===== src/rtl/sad_search_sequencer.sv =====
// sad_search_sequencer
//   Walks every WIN_W x WIN_H candidate window of a FRAME_W x FRAME_H frame in
//   raster order (x fastest), issuing one window per cycle to the SAD memory
//   stage. SAD results come back in issue order; the lowest SAD and its window
//   coordinates are tracked for the writeback min/minX/minY path.
//
// Ports
//   clk_i          clock, rising edge
//   rst_i          asynchronous active-high reset
//   start_i        begin a search (sampled in IDLE only)
//   frame_base_i   byte address of pixel (0,0), captured on accepted start
//   stall_i        pipeline stall, blocks issue only
//   issue_valid_o  candidate window presented this cycle
//   issue_addr_o   frame_base + ((y*FRAME_W + x) << 2), modulo 2^32
//   issue_x_o/y_o  candidate window top-left
//   sad_valid_i    SAD result returning (oldest outstanding window)
//   sad_value_i    SAD of that window
//   busy_o         high from accepted start until done
//   done_o         one-cycle pulse at search completion
//   min_sad_o      best SAD so far (all ones after reset / start)
//   min_x_o/y_o    coordinates of best window
//   error_o        sticky: result arrived with nothing outstanding
//
// Optional build macro: SAD_EARLY_EXIT_EN
//   When defined, an accepted SAD of zero stops further issue; the search
//   drains the outstanding windows and then completes.

module sad_search_sequencer #(
  parameter int FRAME_W = 64,
  parameter int FRAME_H = 64,
  parameter int WIN_W   = 4,
  parameter int WIN_H   = 4,
  parameter int MAX_OUT = 3,
  parameter int SAD_W   = 32
) (
  input  logic             clk_i,
  input  logic             rst_i,
  input  logic             start_i,
  input  logic [31:0]      frame_base_i,
  input  logic             stall_i,
  output logic             issue_valid_o,
  output logic [31:0]      issue_addr_o,
  output logic [15:0]      issue_x_o,
  output logic [15:0]      issue_y_o,
  input  logic             sad_valid_i,
  input  logic [SAD_W-1:0] sad_value_i,
  output logic             busy_o,
  output logic             done_o,
  output logic [SAD_W-1:0] min_sad_o,
  output logic [15:0]      min_x_o,
  output logic [15:0]      min_y_o,
  output logic             error_o
);

  localparam int X_MAX = FRAME_W - WIN_W;
  localparam int Y_MAX = FRAME_H - WIN_H;
  localparam int TOTAL = (X_MAX + 1) * (Y_MAX + 1);
  localparam int CNT_W = $clog2(TOTAL + 1);
  localparam int OUT_W = $clog2(MAX_OUT + 1);

  typedef enum logic [1:0] {S_IDLE, S_SCAN, S_DRAIN, S_DONE} state_e;

  state_e             state_q, state_d;
  logic [31:0]        frame_base_q;
  logic [15:0]        issue_x_q, issue_y_q;
  logic [15:0]        res_x_q, res_y_q;
  logic [CNT_W-1:0]   issued_q;
  logic [OUT_W-1:0]   out_cnt_q, out_cnt_d;
  logic [SAD_W-1:0]   min_sad_q;
  logic [15:0]        min_x_q, min_y_q;
  logic               error_q;

  logic               start_acc;
  logic               accept;
  logic               issue;
  logic               last_issue;
  logic               zero_hit;
  logic [31:0]        lin_off;

  assign start_acc  = (state_q == S_IDLE) && start_i;
  // A result with nothing outstanding is an error and is otherwise ignored.
  assign accept     = sad_valid_i && (out_cnt_q != '0);
  assign issue      = (state_q == S_SCAN) && !stall_i &&
                      (out_cnt_q < OUT_W'(MAX_OUT)) &&
                      (issued_q < CNT_W'(TOTAL));
  assign last_issue = issue && (issued_q == CNT_W'(TOTAL - 1));

`ifdef SAD_EARLY_EXIT_EN
  assign zero_hit = accept && (sad_value_i == '0);
`else
  assign zero_hit = 1'b0;
`endif

  // ---------------- FSM: state register ----------------
  always_ff @(posedge clk_i or posedge rst_i) begin
    if (rst_i) state_q <= S_IDLE;
    else       state_q <= state_d;
  end

  // ---------------- FSM: next state ----------------
  always_comb begin
    state_d = state_q;
    case (state_q)
      S_IDLE:  if (start_i) state_d = S_SCAN;
      S_SCAN:  if (last_issue || zero_hit) state_d = S_DRAIN;
      // Nothing issues in DRAIN, so the last accepted result empties it.
      S_DRAIN: if ((out_cnt_q == '0) || (accept && (out_cnt_q == OUT_W'(1))))
                 state_d = S_DONE;
      S_DONE:  state_d = S_IDLE;
      default: state_d = S_IDLE;
    endcase
  end

  // ---------------- FSM: outputs ----------------
  always_comb begin
    issue_valid_o = issue;
    busy_o        = (state_q == S_SCAN) || (state_q == S_DRAIN);
    done_o        = (state_q == S_DONE);
  end

  // Issue and result on the same cycle cancel out.
  always_comb begin
    out_cnt_d = out_cnt_q;
    if (issue && !accept)      out_cnt_d = out_cnt_q + OUT_W'(1);
    else if (!issue && accept) out_cnt_d = out_cnt_q - OUT_W'(1);
  end

  // ---------------- datapath ----------------
  always_ff @(posedge clk_i or posedge rst_i) begin
    if (rst_i) begin
      frame_base_q <= '0;
      issue_x_q    <= '0;
      issue_y_q    <= '0;
      res_x_q      <= '0;
      res_y_q      <= '0;
      issued_q     <= '0;
      out_cnt_q    <= '0;
      min_sad_q    <= '1;
      min_x_q      <= '0;
      min_y_q      <= '0;
      error_q      <= 1'b0;
    end else begin
      if (sad_valid_i && (out_cnt_q == '0)) error_q <= 1'b1;

      if (start_acc) begin
        frame_base_q <= frame_base_i;
        issue_x_q    <= '0;
        issue_y_q    <= '0;
        res_x_q      <= '0;
        res_y_q      <= '0;
        issued_q     <= '0;
        out_cnt_q    <= '0;
        min_sad_q    <= '1;
        min_x_q      <= '0;
        min_y_q      <= '0;
      end else begin
        out_cnt_q <= out_cnt_d;

        if (issue) begin
          issued_q <= issued_q + CNT_W'(1);
          if (issue_x_q == 16'(X_MAX)) begin
            issue_x_q <= '0;
            issue_y_q <= issue_y_q + 16'd1;
          end else begin
            issue_x_q <= issue_x_q + 16'd1;
          end
        end

        if (accept) begin
          // Strict compare: ties keep the earliest raster position.
          if (sad_value_i < min_sad_q) begin
            min_sad_q <= sad_value_i;
            min_x_q   <= res_x_q;
            min_y_q   <= res_y_q;
          end
          if (res_x_q == 16'(X_MAX)) begin
            res_x_q <= '0;
            res_y_q <= res_y_q + 16'd1;
          end else begin
            res_x_q <= res_x_q + 16'd1;
          end
        end
      end
    end
  end

  assign lin_off      = 32'(issue_y_q) * 32'(FRAME_W) + 32'(issue_x_q);
  assign issue_addr_o = frame_base_q + (lin_off << 2);
  assign issue_x_o    = issue_x_q;
  assign issue_y_o    = issue_y_q;
  assign min_sad_o    = min_sad_q;
  assign min_x_o      = min_x_q;
  assign min_y_o      = min_y_q;
  assign error_o      = error_q;

endmodule


===== config.mk =====
export PLATFORM = sky130hd
export DESIGN_NAME = sad_search_sequencer
export DESIGN_NICKNAME = d
export VERILOG_FILES = /design/src/rtl/sad_search_sequencer.sv
export SDC_FILE = /design/constraint.sdc
export NUM_CORES = 1
export LEC_CHECK = 0
export CAP_MARGIN = 40
export CORE_MARGIN = 2
export CORE_UTILIZATION = 59
export CTS_BUF_LIST = sky130_fd_sc_hd__clkbuf_8
export CTS_CLUSTER_SIZE = 20
export DETAILED_ROUTE_END_ITERATION = 10
export GPL_TIMING_DRIVEN = 0
export PLACE_DENSITY_LB_ADDON = 0.25
export SYNTH_ARGS = -nofsm -noshare
export SYNTH_HDL_FRONTEND = slang
export SYNTH_SLANG_ARGS = --single-unit

===== constraint.sdc =====
create_clock -name clk_i -period 8.23 [get_ports clk_i]
set_input_delay 1.2345 -clock clk_i [delete_from_list [all_inputs] [get_ports clk_i]]
set_output_delay 1.2345 -clock clk_i [all_outputs]
set_load 0.03 [all_outputs]

Yosys cells after proc, flatten, opt, wreduce, memory -nomap -nowiden
Index checks and enable logic that the tools add are counted.
{"block": "classes", "n_addsub": 9, "n_lt_le_gt_ge": 3, "n_eq_ne": 10, "mux": 30, "reduce_logical": 28}
{"op": "$mux W16", "count": 18}
{"op": "$mux W32", "count": 3}
{"op": "$add A16 B1 Y16 const B", "count": 4}
{"op": "$add A32 B25 Y32", "count": 1}
{"op": "$eq A16 B6 Y1 const B", "count": 2}
{"op": "$lt A32 B32 Y1", "count": 1}
{"op": "$mux W12", "count": 2}
{"op": "$add A22 B16 Y23", "count": 1}
{"op": "$add A12 B1 Y12 const B", "count": 1}
{"op": "$eq A12 B12 Y1 const B", "count": 1}
{"op": "$lt A12 B12 Y1 const B", "count": 1}
{"op": "$mux W2", "count": 6}
{"op": "$reduce_bool A2 Y1", "count": 6}
{"op": "$logic_and A1 B1 Y1", "count": 10}
{"op": "$pmux W2 S4", "count": 1}
{"op": "$ne A2 B2 Y1 const B", "count": 3}
{"op": "$reduce_and A2 Y1", "count": 3}
{"op": "$eq A2 B1 Y1 const B", "count": 2}
{"op": "$eq A2 B2 Y1 const B", "count": 2}
{"op": "$logic_not A2 Y1", "count": 2}
{"op": "$logic_not A1 Y1", "count": 3}
{"op": "$reduce_and A3 Y1", "count": 1}
{"op": "$reduce_bool A3 Y1", "count": 1}
{"op": "$add A2 B1 Y2 const B", "count": 1}
{"op": "3 further kinds", "count": 4}
{"block": "word_totals", "reg_bits": 177, "input_bits": 69, "output_inout_bits": 132, "word_cells": 92}

Logic depth before layout (Yosys ltp)
{"block": "depth", "ltp_word": 9, "mapped_depth": 18, "mapped_depth_nobuf": 18}

Worst setup path after synthesis
Ideal clock, no wire load.
{"block": "synth_timing", "kind": "reg2out", "startpoint": "register issue_y_q[0], in the netlist issue_y_o[0]", "endpoint": "output issue_addr_o[28]", "arrival_ps": 4084, "t_required_ps": 6996, "path_slack_ps": 2911, "path_stages_with_launch": 19, "path_buffers": 0, "cell_sequence": "dfrtp_1 -> ha_1 -> inv_1 -> fa_1 -> nor2b_1 -> o21ai_0 -> a21boi_1 -> o311a_1 -> o21a_1 -> nor2_1 -> xnor2_1 -> ha_1 -> o21ai_0 -> a21oi_1 -> and3_1 -> a21bo_2 -> o311ai_2 -> nand4_1 -> xnor2_1"}
{"block": "synth_between", "elab_chain_cells": 2}
{"element": "from (decl)", "line": "65", "source": "logic [15:0] issue_x_q, issue_y_q;"}
{"element": "from (signal assigned)", "line": "163", "source": "issue_y_q <= issue_y_q + 16'd1;"}
{"element": "$add A22 B16 Y23", "line": "187", "source": "assign lin_off = 32'(issue_y_q) * 32'(FRAME_W) + 32'(issue_x_q);"}
{"element": "$add A32 B25 Y32", "line": "188", "source": "assign issue_addr_o = frame_base_q + (lin_off << 2);"}
{"element": "to (decl)", "line": "42", "source": "output logic [31:0] issue_addr_o,"}
No other way between the ends.

Worst setup path in the final report
{"block": "layout_timing", "startpoint": "register issue_y_q[0], in the netlist issue_y_o[0]", "endpoint": "output issue_addr_o[25]"}
Same word-level chain as after synthesis.

==> flow_summary.json <==
{
  "crit_chain": "ha_1, inv_1, fa_1, nor2b_1, o21ai_0, a21boi_1, o311a_1, o2111ai_1, a21boi_1, xor2_1, ha_1, clkbuf_1, a21oi_1, nor3b_1, nand3_1, a31oi_1, xnor2_1, clkdlybuf4s50_1",
  "wl_per_cell_um": 16.60,
  "outcome": "finished, final reports clean",
  "drv_cap": 0,
  "clkLatencyLatePin_ns": 0.48,
  "synth_edf_count": 0,
  "fmax_mhz": 154.0,
  "synth.top_cell.area_share_pct": 32.19,
  "worstHoldPathType": "reg -> reg",
  "slew_headroom_pct": 53.75,
  "cts_hold_buffers": 0,
  "worst_ep_arrival_time_ns": 5.26,
  "tightestPinTransition_ns": 0.6937,
  "syn_inst": 1253,
  "grt_pass1_wl_um": 46710,
  "layout_commonest_cell": "nand2_1",
  "yosys_warnings": 0,
  "row_count": 50,
  "peakVddDrop_uv": 204.0,
  "core_area_sq_um": 18710,
  "yosysSeqAreaShare_pct": 39.65,
  "num-nets-final": 1625,
  "rsz0062_at_grt": "false",
  "grt_max_degree": 122,
  "via_count": 9783,
  "pin_count": 201,
  "path_max_fanout": 8,
  "critPathLaunchType": "flop",
  "grt_pass1_vias": 9493,
  "die_width_um": 142.2,
  "setup-tns-final_ns": 0,
  "worstSetupPathType": "reg -> out",
  "cts_tree": "done",
  "start_util_pct": 60.26,
  "path_delay_family": "compound AO/OA/AOI/OAI gates",
  "async_flop_share_pct": 100.0,
  "first_pass_iters": 5,
  "cts_buffers": 17,
  "avgSynthCellArea_sq_um": 8.996,
  "power.static_leakage_nw": 6.711,
  "cpPeakStageDelay_ns": 0.68,
  "viasPerCell": 5.688,
  "hold_viol_final": 0,
  "yosysTopAreaCell": "dfrtp_1",
  "clkSlewWorstSetupHoldPaths_ns": 0.10,
  "drive_gt1_share_pct": 8.008,
  "ys_types": 72,
  "ys_ff_latch": 177,
  "track_usage_pct": 28.62,
  "finalCritPeriodShare_pct": 78.89,
  "path_buf_inv": 3,
  "syn_to_final_growth_pct": 24.86,
  "cellPowerDensity_nw_per_um2": 239.8,
  "dieArea_sq_um": 20230,
  "yosys-top-cells-area": "dfrtp_1 (32%), ha_1 (9.0%), dfstp_2 (7.5%)",
  "drt-total-wl_um": 28550,
  "htreeDepth": 4,
  "antenna_cells": 0,
  "dp_hpwl_um": 21080,
  "finClkSkew_ns": 0.02174,
  "cts_max_path_buffers": 2,
  "seq_area_sq_um": 4469,
  "drcViolationCount": 0,
  "synth.net_count": 1405,
  "drtIter0Drc": 568,
  "finalMaxSlewViolations": 0,
  "ctsRootBufferMaster": "clkbuf_8",
  "io_buffers": 200,
  "postCtsSetupRepairBufs": 0,
  "most-common-layout-cells": "nand2_1 (215), clkdlybuf4s50_1 (200), nor2_1 (166)",
  "globalplace.congestion": 0.9391,
  "post_cts_resized": 0,
  "multi_input_area_sq_um": 6304,
  "antenna_found_initial": 0,
  "netlist_area_sq_um": 11270,
  "place_area_sq_um": 13600,
  "required_ns": 7.00,
  "setup_viol": 0,
  "min_period_ns": 6.493,
  "stdcell_area_sq_um": 14070,
  "slowest_stage": "clkdlybuf4s50_1",
  "grt-ovfl-total": 0,
  "critPathCaptureType": "primary output",
  "ant_nets": 0,
  "die_height_um": 142.2,
  "cts.sinks": 177,
  "fill_cells": 1353,
  "synth_flop_cell": "dfrtp_1"
}
## registers in the layout (all words and copies together), names as in the netlist
register / cells
frame_base_q: 32
min_sad_o: 32
issue_x_o: 16
issue_y_o: 16
min_x_o: 16
min_y_o: 16
res_x_q: 16
res_y_q: 16
issued_q: 12
out_cnt_q: 2
state_q: 2
error_o: 1
## worst register-to-register path, cell delays in order (launching register included)
cell,delay (ns)
dfrtp_1,0.40
inv_1,0.10
ha_1,0.26
nand2_1,0.27
buf_2,0.39
clkbuf_1,0.55
clkbuf_1,0.50
nand2_1,0.12
mux2i_1,0.16
## cells in the mapped netlist, types with 8 or more instances
| cell | number |
|---|---|
| buf_2 | 9 |
| a31oi_1 | 8 |
| xnor2_1 | 61 |
| dfstp_2 | 32 |
| xor2_1 | 30 |
| buf_4 | 8 |
| nand4_1 | 16 |
| and3_1 | 22 |
| a211oi_1 | 12 |
| nand2b_1 | 15 |
| nor2_1 | 166 |
| nand3_1 | 40 |
| o21ai_0 | 35 |
| dfrtp_1 | 145 |
| inv_1 | 62 |
| clkbuf_1 | 34 |
| nand2_1 | 215 |
| a21o_1 | 20 |
| or3_1 | 9 |
| o211ai_1 | 11 |
| nor2b_1 | 12 |
| ha_1 | 81 |
| mux2i_1 | 67 |
| a21oi_1 | 42 |
| nor3_1 | 12 |
## cell type report
type / instances / share of cell area [%]
well taps: 234 / 2.080
clock inverters: 15 / 1.698
inverters: 63 / 1.733
repair buffers: 201 / 14.42
clock buffers: 17 / 1.662
plain buffers: 54 / 1.867
multi-input cells: 959 / 44.79
flip-flops and latches: 177 / 31.75
## metal layers
metal	vias to the layer above	share of wire [%]	wire, um	global-route usage, %
met1	4753	45	12890	39.49
met4	0	1.4	393	7.000
met2	278	48	13570	47.09
met3	35	5.9	1692	5.215
met5	-	0	0	0
li1	4717	-	-	-
## report_power, final
part	leakage, nW	total (W)	internal (W)	switching [W]
sequential	2.28	0.00125	0.00109	0.000160
combinational	4.19	0.00141	0.000619	0.000795
clock	0.237	0.000716	0.000347	0.000370
## metrics by stage
step	hold slack [ns]	power, W	util [%]	setup slack [ns]	cells
4_1_cts	0.4776	0.003386	75.24	1.739	1720
5_1_grt	0.5037	0.003564	75.24	1.337	1720
3_3_place_gp	0.4446	0.002617	72.53	-0.3043	1687
3_5_place_dp	0.4503	0.002668	72.72	2.320	1688
6_report	0.4746	0.003375	75.24	1.737	1720
2_1_floorplan	0.4469	0.002174	-	2.247	1253
## kinds of logic (layout without fill, tap and decap cells)
logic type               count (synthesis)  count (layout)  synth area share [%]
flip-flops                             177             177                 39.65
buffers and inverters                  117             350                 4.429
XOR/XNOR                                91              91                 7.071
AND/OR/NAND/NOR                        536             536                 21.36
AO/OA/AOI/OAI                          181             181                 12.10
multiplexers                            68              68                 6.049
adder cells (fa/ha/maj)                 83              83                 9.346
## path summary, 6_finish.rpt
kind / start / to / slack (ns) / cells past startpoint
min reg2reg: error_o$_DFFE_PP0P_ / error_o$_DFFE_PP0P_ / 0.47 / 1
max: issue_y_o[0]$_DFFE_PP0P_ / issue_addr_o[25] / 1.74 / 18
min: error_o$_DFFE_PP0P_ / error_o$_DFFE_PP0P_ / 0.47 / 1
max reg2reg: state_q[0]$_DFFE_PP0P_ / min_y_o[1]$_DFFE_PP0P_ / 5.40 / 8
min in group asynchronous: rst_i / min_x_o[6]$_DFFE_PP0P_ / 1.19 / 2
max in group asynchronous: rst_i / issue_y_o[14]$_DFFE_PP0P_ / 6.12 / 3
Note: power is estimated with default switching activity, not from simulation.
